==> src/rtl/hbridge_multi_apb_if.sv <==
`default_nettype none
// ============================================================================
//  Module   : hbridge_multi_apb_if
//  Brief    : APB3 slave-side bus bundle for the multi-channel H-bridge block.
//  Revision : 1.0 - initial release
// ============================================================================
interface hbridge_multi_apb_if;
    logic        PSEL;
    logic        PENABLE;
    logic        PWRITE;
    logic [31:0] PADDR;
    logic [31:0] PWDATA;
    logic [31:0] PRDATA;
    logic        PREADY;
    logic        PSLVERR;

    modport master (
        output PSEL, PENABLE, PWRITE, PADDR, PWDATA,
        input  PRDATA, PREADY, PSLVERR
    );

    modport slave (
        input  PSEL, PENABLE, PWRITE, PADDR, PWDATA,
        output PRDATA, PREADY, PSLVERR
    );
endinterface
`default_nettype wire

==> src/rtl/hbridge_multi_apb.sv <==
`default_nettype none
// ============================================================================
//  Module   : hbridge_multi_apb
//  Brief    : APB3 slave driving NUM_MOTORS H-bridge channels from one shared
//             PWM timebase, with direction control, brake, safe reversal
//             (drain to zero duty first) and slew-limited duty ramping.
//  Options  : HBRIDGE_RAMP_EN - defined: duty ramps by RAMP_STEP per period;
//             undefined: applied duty jumps to target at the next boundary.
//  Revision : 1.0 - initial release
// ============================================================================
module hbridge_multi_apb #(
    parameter int NUM_MOTORS = 2,
    parameter int PWM_PERIOD = 200000,
    parameter int RAMP_STEP  = 2000
) (
    input  wire logic                    PCLK,
    input  wire logic                    PRESERN,
    hbridge_multi_apb_if.slave           apb,
    output logic [NUM_MOTORS-1:0]        motor_pwm,
    output logic [2*NUM_MOTORS-1:0]      motor_ctrl
);

    // Duty values range 0..PWM_PERIOD inclusive.
    localparam int              DW        = $clog2(PWM_PERIOD + 1);
    localparam logic [DW-1:0]   c_PERIOD  = DW'(PWM_PERIOD);
    localparam logic [DW-1:0]   c_LAST    = DW'(PWM_PERIOD - 1);

`ifdef HBRIDGE_RAMP_EN
    localparam int c_STEP_REQ = RAMP_STEP;
`else
    // A step at least as large as the full duty range reaches any target in
    // a single boundary, which turns the ramp into a jump.
    localparam int c_STEP_REQ = (RAMP_STEP > PWM_PERIOD) ? RAMP_STEP : PWM_PERIOD;
`endif
    localparam int            c_STEP_I = (c_STEP_REQ > PWM_PERIOD) ? PWM_PERIOD : c_STEP_REQ;
    localparam logic [DW-1:0] c_STEP   = DW'(c_STEP_I);

    typedef enum logic [1:0] {
        ST_IDLE  = 2'd0,
        ST_RUN   = 2'd1,
        ST_DRAIN = 2'd2,
        ST_BRAKE = 2'd3
    } state_t;

    // ------------------------------------------------------------------
    // Shared timebase
    // ------------------------------------------------------------------
    logic [DW-1:0] cnt_q;
    logic          wrap;

    assign wrap = (cnt_q == c_LAST);

    // Free-running period counter; the wrap edge is the period boundary.
    always_ff @(posedge PCLK) begin
        if (!PRESERN)  cnt_q <= '0;
        else if (wrap) cnt_q <= '0;
        else           cnt_q <= cnt_q + DW'(1);
    end

    // ------------------------------------------------------------------
    // APB decode
    // ------------------------------------------------------------------
    logic [3:0]  a_ch;
    logic [1:0]  a_reg;
    logic        a_glob;
    logic        a_chok;
    logic        a_err;
    logic        acc;
    logic        wr_ok;
    logic [DW-1:0] duty_wv;
    logic [31:0] rd_word [NUM_MOTORS];

    assign a_ch   = apb.PADDR[7:4];
    assign a_reg  = apb.PADDR[3:2];
    assign a_glob = (a_ch == 4'hF);
    assign a_chok = (a_ch < 4'(NUM_MOTORS));
    // Global space has one read-only register; channel CUR/STAT are read-only.
    assign a_err  = a_glob ? ((a_reg != 2'd0) || apb.PWRITE)
                           : (!a_chok || (apb.PWRITE && a_reg[1]));
    assign acc    = apb.PSEL && apb.PENABLE;
    assign wr_ok  = acc && apb.PWRITE && !a_err;

    assign apb.PREADY  = 1'b1;
    assign apb.PSLVERR = acc && a_err;

    // Oversized duty requests saturate at a full-on period.
    assign duty_wv = ({1'b0, apb.PWDATA[23:0]} > 25'(PWM_PERIOD)) ? c_PERIOD
                                                                   : DW'(apb.PWDATA[23:0]);

    logic w_unused;
    assign w_unused = ^{apb.PADDR[31:8], apb.PADDR[1:0], apb.PWDATA[31:24]};

    // ------------------------------------------------------------------
    // Channels
    // ------------------------------------------------------------------
    for (genvar g = 0; g < NUM_MOTORS; g++) begin : g_ch
        state_t        state_q, state_d;
        logic [1:0]    dir_q, dir_d;
        logic [1:0]    pend_q, pend_d;
        logic [1:0]    ctrl_q;
        logic [1:0]    mctrl_q, mctrl_d;
        logic [DW-1:0] duty_q;
        logic [DW-1:0] cur_q, cur_d;
        logic [DW-1:0] tgt;
        logic [DW-1:0] stepped;
        logic          pwm_q;
        logic          drain_done;
        logic          sel, ctrl_wr, duty_wr;
        logic [1:0]    wv;

        assign sel     = (a_ch == 4'(g));
        assign ctrl_wr = wr_ok && sel && (a_reg == 2'd0);
        assign duty_wr = wr_ok && sel && (a_reg == 2'd1);
        assign wv      = apb.PWDATA[1:0];
        assign tgt     = (state_q == ST_DRAIN) ? '0 : duty_q;

        // Applied duty one boundary later: move toward target by at most c_STEP.
        always_comb begin
            if (cur_q < tgt) stepped = ((tgt - cur_q) > c_STEP) ? (cur_q + c_STEP) : tgt;
            else             stepped = ((cur_q - tgt) > c_STEP) ? (cur_q - c_STEP) : tgt;
        end

`ifdef HBRIDGE_RAMP_EN
        assign drain_done = (stepped == '0);
`else
        // Without ramping the first boundary zeroes the duty; the direction
        // change waits one more full period so the bridge sees a dead period.
        logic drained_q, drained_d;
        assign drain_done = drained_q;

        // Marks that one boundary has already been spent draining.
        always_ff @(posedge PCLK) begin
            if (!PRESERN) drained_q <= 1'b0;
            else          drained_q <= drained_d;
        end

        // Cleared on every entry to DRAIN, set at its first boundary.
        always_comb begin
            drained_d = drained_q;
            if (state_q == ST_DRAIN && wrap) drained_d = 1'b1;
            if (state_q != ST_DRAIN)         drained_d = 1'b0;
        end
`endif

        // Channel FSM next state: boundary ramping first, CTRL writes override.
        always_comb begin
            state_d = state_q;
            dir_d   = dir_q;
            pend_d  = pend_q;
            cur_d   = cur_q;
            case (state_q)
                ST_RUN: begin
                    if (wrap) cur_d = stepped;
                end
                ST_DRAIN: begin
                    if (wrap) begin
                        cur_d = stepped;
                        if (drain_done) begin
                            if (pend_q == 2'b00) begin
                                state_d = ST_IDLE;
                            end else begin
                                state_d = ST_RUN;
                                dir_d   = pend_q;
                            end
                        end
                    end
                end
                default: cur_d = '0;
            endcase

            if (ctrl_wr) begin
                if (wv == 2'b11) begin
                    state_d = ST_BRAKE;
                    cur_d   = '0;
                end else begin
                    case (state_q)
                        ST_RUN: begin
                            if (wv != dir_q) begin
                                state_d = ST_DRAIN;
                                pend_d  = wv;
                            end
                        end
                        ST_DRAIN: begin
                            state_d = ST_DRAIN;
                            pend_d  = wv;
                        end
                        default: begin
                            if (wv == 2'b00) begin
                                state_d = ST_IDLE;
                            end else begin
                                state_d = ST_RUN;
                                dir_d   = wv;
                            end
                        end
                    endcase
                end
            end

            case (state_d)
                ST_RUN, ST_DRAIN: mctrl_d = dir_d;
                ST_BRAKE:         mctrl_d = 2'b11;
                default:          mctrl_d = 2'b00;
            endcase
        end

        // Channel registers; PWM only while RUN both before and after the edge.
        always_ff @(posedge PCLK) begin
            if (!PRESERN) begin
                state_q <= ST_IDLE;
                dir_q   <= '0;
                pend_q  <= '0;
                ctrl_q  <= '0;
                duty_q  <= '0;
                cur_q   <= '0;
                mctrl_q <= '0;
                pwm_q   <= 1'b0;
            end else begin
                state_q <= state_d;
                dir_q   <= dir_d;
                pend_q  <= pend_d;
                cur_q   <= cur_d;
                mctrl_q <= mctrl_d;
                pwm_q   <= (state_d == ST_RUN) && (state_q == ST_RUN) && (cnt_q < cur_q);
                if (ctrl_wr) ctrl_q <= wv;
                if (duty_wr) duty_q <= duty_wv;
            end
        end

        // Register read view for this channel.
        always_comb begin
            case (a_reg)
                2'd0:    rd_word[g] = {30'd0, ctrl_q};
                2'd1:    rd_word[g] = {{(32-DW){1'b0}}, duty_q};
                2'd2:    rd_word[g] = {{(32-DW){1'b0}}, cur_q};
                default: rd_word[g] = {30'd0, (cur_q == tgt), (state_q == ST_DRAIN)};
            endcase
        end

        assign motor_pwm[g]           = pwm_q;
        assign motor_ctrl[2*g+1:2*g]  = mctrl_q;
    end : g_ch

    // Read data mux; zero outside a selected, error-free access.
    always_comb begin
        apb.PRDATA = '0;
        if (apb.PSEL && !a_err) begin
            if (a_glob) begin
                apb.PRDATA = {24'h00048B, 4'h0, 4'(NUM_MOTORS)};
            end else begin
                for (int i = 0; i < NUM_MOTORS; i++) begin
                    if (a_ch == 4'(i)) apb.PRDATA = rd_word[i];
                end
            end
        end
    end

endmodule
`default_nettype wire

==> src/flat_wrapper.sv <==
// flat-port wrapper written by rule: the top's interface ports become plain ports
module hbridge_multi_apb_flat 
#(
    parameter int NUM_MOTORS = 2,
    parameter int PWM_PERIOD = 200000,
    parameter int RAMP_STEP  = 2000
)
  (PCLK, PRESERN, motor_pwm, motor_ctrl, apb_PSEL, apb_PENABLE, apb_PWRITE, apb_PADDR, apb_PWDATA, apb_PRDATA, apb_PREADY, apb_PSLVERR);
  hbridge_multi_apb_if apb_i ();
  input  wire logic PCLK;
  input  wire logic PRESERN;
  output logic [NUM_MOTORS-1:0] motor_pwm;
  output logic [2*NUM_MOTORS-1:0] motor_ctrl;
  input wire logic [$bits(apb_i.PSEL)-1:0] apb_PSEL;
  input wire logic [$bits(apb_i.PENABLE)-1:0] apb_PENABLE;
  input wire logic [$bits(apb_i.PWRITE)-1:0] apb_PWRITE;
  input wire logic [$bits(apb_i.PADDR)-1:0] apb_PADDR;
  input wire logic [$bits(apb_i.PWDATA)-1:0] apb_PWDATA;
  output wire logic [$bits(apb_i.PRDATA)-1:0] apb_PRDATA;
  output wire logic [$bits(apb_i.PREADY)-1:0] apb_PREADY;
  output wire logic [$bits(apb_i.PSLVERR)-1:0] apb_PSLVERR;
  assign apb_i.PSEL = apb_PSEL;
  assign apb_i.PENABLE = apb_PENABLE;
  assign apb_i.PWRITE = apb_PWRITE;
  assign apb_i.PADDR = apb_PADDR;
  assign apb_i.PWDATA = apb_PWDATA;
  assign apb_PRDATA = apb_i.PRDATA;
  assign apb_PREADY = apb_i.PREADY;
  assign apb_PSLVERR = apb_i.PSLVERR;
  hbridge_multi_apb #(.NUM_MOTORS(NUM_MOTORS), .PWM_PERIOD(PWM_PERIOD), .RAMP_STEP(RAMP_STEP)) u_core (.PCLK(PCLK), .PRESERN(PRESERN), .apb(apb_i), .motor_pwm(motor_pwm), .motor_ctrl(motor_ctrl));
endmodule
==> config.mk <==
export PLATFORM = sky130hd
export DESIGN_NAME = hbridge_multi_apb_flat
export DESIGN_NICKNAME = d
export VERILOG_FILES = /design/src/rtl/hbridge_multi_apb_if.sv /design/src/rtl/hbridge_multi_apb.sv /design/src/flat_wrapper.sv
export SDC_FILE = /design/constraint.sdc
export NUM_CORES = 1
export LEC_CHECK = 0
export CAP_MARGIN = 40
export CORE_UTILIZATION = 45
export DETAILED_ROUTE_END_ITERATION = 8
export MAX_ROUTING_LAYER = met4
export PLACE_DENSITY = 0.75
export SYNTH_ARGS = -nofsm -noshare
export SYNTH_HDL_FRONTEND = slang
export SYNTH_SLANG_ARGS = --single-unit
==> constraint.sdc <==
create_clock -name PCLK -period 8.8 [get_ports PCLK]
set_input_delay 0.88 -clock PCLK [delete_from_list [all_inputs] [get_ports PCLK]]
set_output_delay 0.88 -clock PCLK [all_outputs]
set_load 0.01 [all_outputs]
==> impl_results.md <==
- IO buf count: 60
- Routed Antenna Nets: 0
- Worst hold endpoint: u_core.g_ch[0].duty_q[4]
- Rows: 59
- RSZ-0062 raised after global routing: no
- Mean post-synth cell area: 7.42 µm²
- Final Hold Vio Count: 0
- Routed vias: 12.7k
- Num ports: 109
- Gpl congestion: 0.992
- Hold path startpoint: u_core.g_ch[0].duty_q[4]
- FMAX: 179 MHz
- FILL cells: 2557
- CP Max Fanout: 20
- Total GRT Usage: 30.7%
- Area leader, netlist: dfxtp_1
- TritonCTS buffer count: 17
- Hold crit path type: flop to flop
- Initial antenna violation count: 2
- CTS Hold Bufs: 0
- Initial Utilization: 46.0%
- Crit path time final: 5.57 ns
- Synthesized netlist cell count: 1622
- Die Ht: 166 µm
- CTS tree: built
- Worst setup SP type: flop
- Clock transition at path regs: 0.06 ns
- VDD IR max: 0.000110 V
- Finish-stage setup viols: 0
- Clock Sinks: 114
- Yosys warnings: 0
- Vias in the first global route: 11.4k
- # nets final: 1785
- Routed wire per std cell: 20.8 µm
- Register area share after synthesis: 19.0%
- Worst slew pin tran: 0.873 ns
- Synth Register Bits: 114
- Reg2reg start: u_core.g_ch[0].state_q[0]
- Largest net degree at the start of global routing: 64
- Post-synth top area share: 19.0%
- CP Class: flop to primary output
- Post-CTS Setup Bufs: 0
- Ys flop type: dfxtp_1
- Final Max Tran Viols: 0
- GR Overflow Total: 0
- Critical path required time: 7.92 ns
- H-tree levels: 4
- Avg Vias per Cell: 6.49
- Distinct cell type count after synthesis: 90
- Core footprint: 26100 µm²
- DRC viols: 13
- Failing checks: DRC
- Max-capacitance violation count: 0
- Area grow syn2layout: 10.9%
- Worst R2R End: u_core.g_ch[0].cur_q[7]
- Post-Syn Area: 12000 µm²
- Die width: 166 µm
- Pwr/cell area: 100 nW/µm²
- Status: finished with violations
- Die area: 27400 µm²
- Post-Route WL: 40700 µm
- Critical path arrival: 4.69 ns
- Slew HR: 41.6%
- Power consumption: 1340 µW
- DR iter-0 viols: 1406
- Top post-synthesis cells by area: dfxtp_1 19%, ha_1 11%, a21oi_1 4.1%, o21ai_0 4.0%, nand2_1 3.9%
- Ys async rst share: 0%
- Fin Setup TNS: 0 ns
- Resized cells post-CTS: 0
- Max Root-Sink Buffers: 2
- Post-synth EDFFs: 0
- Layout cells sized above 1: 5.36%
- Worst reg2reg path depth: 16
- Detailed Routing Iterations Pass 1: 8
- Leakage: 0.00532 µW
- Clock root cell: clkbuf_16
- Worst hold path depth: 2
- First-pass GRT wire length: 63600 µm
- DP Wirelength: 30900 µm
- Internal reg-to-reg setup slack: 3.38 ns
- Tcrit/Tclk final: 63.3%
- Clock skew: 0.0105 ns
- CP endpoint kind: primary output
- Later-pin clock latency in the skew report: 0.42 ns
per-stage QoR:
stage / util [%] / hold WS (ns) / instance area [µm²] / instances / setup slack (ns)
3_5_place_dp: 48.7 / 0.483 / 12700 / 1925 / 3.52
3_3_place_gp: 48.6 / 0.472 / 12700 / 1923 / 3.62
2_1_floorplan: - / 0.440 / 12100 / 1634 / 4.58
5_1_grt: 51.0 / 0.527 / 13300 / 1959 / 3.01
4_1_cts: 51.0 / 0.500 / 13300 / 1957 / 3.30
6_report: 51.0 / 0.498 / 13300 / 1959 / 3.23
synth_stat cells (all sizes together) (20+ instances only):
master / instances
a21boi: 28
a21o: 33
a21oi: 99
a221oi: 33
a31oi: 38
and3: 24
buf: 32
clkbuf: 90
dfxtp: 114
ha: 107
inv: 89
mux2i: 23
nand2: 126
nand2b: 43
nand3: 80
nor2: 96
nor2b: 29
nor3: 45
o211ai: 27
o21a: 20
o21ai: 99
or3: 22
xnor2: 49
xor2: 22
how the worst max path moves through the flow:
stage	end	slack (ns)	start	cells after the start
6_report	apb_PRDATA[1]	3.23	u_core.g_ch[0].state_q[0]	15
5_1_grt	apb_PRDATA[1]	3.01	u_core.g_ch[0].state_q[0]	15
3_3_place_gp	u_core.g_ch[0].cur_q[7]	3.62	u_core.g_ch[0].state_q[0]	16
2_1_floorplan	u_core.g_ch[0].cur_q[17]	4.58	u_core.g_ch[0].state_q[0]	19
4_1_cts	apb_PRDATA[1]	3.30	u_core.g_ch[0].state_q[0]	15
3_5_place_dp	u_core.g_ch[0].cur_q[7]	3.52	u_core.g_ch[0].state_q[0]	16
area by class of cell:
cell class | instances | area, µm² | share of cell area, %
Clock inverter | 12 | 144 | 1.08
Clock buffer | 20 | 467 | 3.50
Sequential cell | 114 | 2280 | 17.1
Timing Repair Buffer | 78 | 731 | 5.48
Tap cell | 335 | 419 | 3.14
Multi-Input combinational cell | 1307 | 8950 | 67.1
Inverter | 91 | 342 | 2.56
Antenna cell | 2 | 5.00 | 0.0375
flip-flops by register name, indices dropped and copies added, names as in the netlist:
register and cells:
u_core.g_ch.ctrl_q 4, u_core.g_ch.pwm_q 2, u_core.g_ch.cur_q 36, u_core.g_ch.dir_q 4, u_core.g_ch.drain_done 2, u_core.g_ch.duty_q 36, u_core.g_ch.mctrl_q 4, u_core.g_ch.state_q 4
u_core.cnt_q 18, u_core.g_ch.pend_q 4
routing by layer:
| metal | GRT usage, % | routed length, µm | vias up |
|---|---|---|---|
| met5 | - | 0 | - |
| met2 | 46.3 | 17900 | 634 |
| li1 | - | - | 5949 |
| met4 | 11.8 | 1500 | 0 |
| met3 | 6.24 | 3510 | 106 |
| met1 | 40.2 | 17800 | 6027 |
layout by cell type, fill, tap and decap left out, types with 24 or more instances in the layout:
cell type        count
nand2_1            125
dfxtp_1            114
ha_1               107
a21oi_1             99
o21ai_0             97
nor2_1              95
inv_1               89
nand3_1             80
clkdlybuf4s50_1     59
xnor2_1             49
nand2b_1            43
nor3_1              43
a31oi_1             36
a221oi_1            33
a21o_1              33
a21boi_0            28
nor2b_1             27
o211ai_1            27
and3_1              24
power by group:
group	switching, µW	internal [µW]	total (µW)
registers	2.60	517	520
logic	51.3	37.2	88.6
clock network	283	446	729
cells by family (layout without fill, tap and decap cells):
group | Yosys count | in the layout | synth area share (%)
other cells | 2 | 16 | 0.0624
xor+xnor | 71 | 71 | 5.17
fa+ha+maj | 108 | 108 | 11.2
compound gates | 517 | 517 | 29.8
mux | 31 | 31 | 2.85
buf+inv | 213 | 201 | 7.25
flops | 114 | 114 | 19.0
simple gates | 566 | 566 | 24.7
worst max-delay path, stage by stage (launching register included):
cell,delay (ns)
dfxtp_1,0.31
inv_1,0.07
ha_1,0.48
buf_4,0.31
nand2b_1,0.18
inv_1,0.08
ha_1,0.52
and3_1,0.34
and2_1,0.19
nand3_1,0.16
o41ai_1,0.33
nand2_1,0.08
o21ai_0,0.18
a31oi_1,0.15
nor2_1,0.25
clkdlybuf4s50_1,0.60
Power figures use the tool's default switching activity.
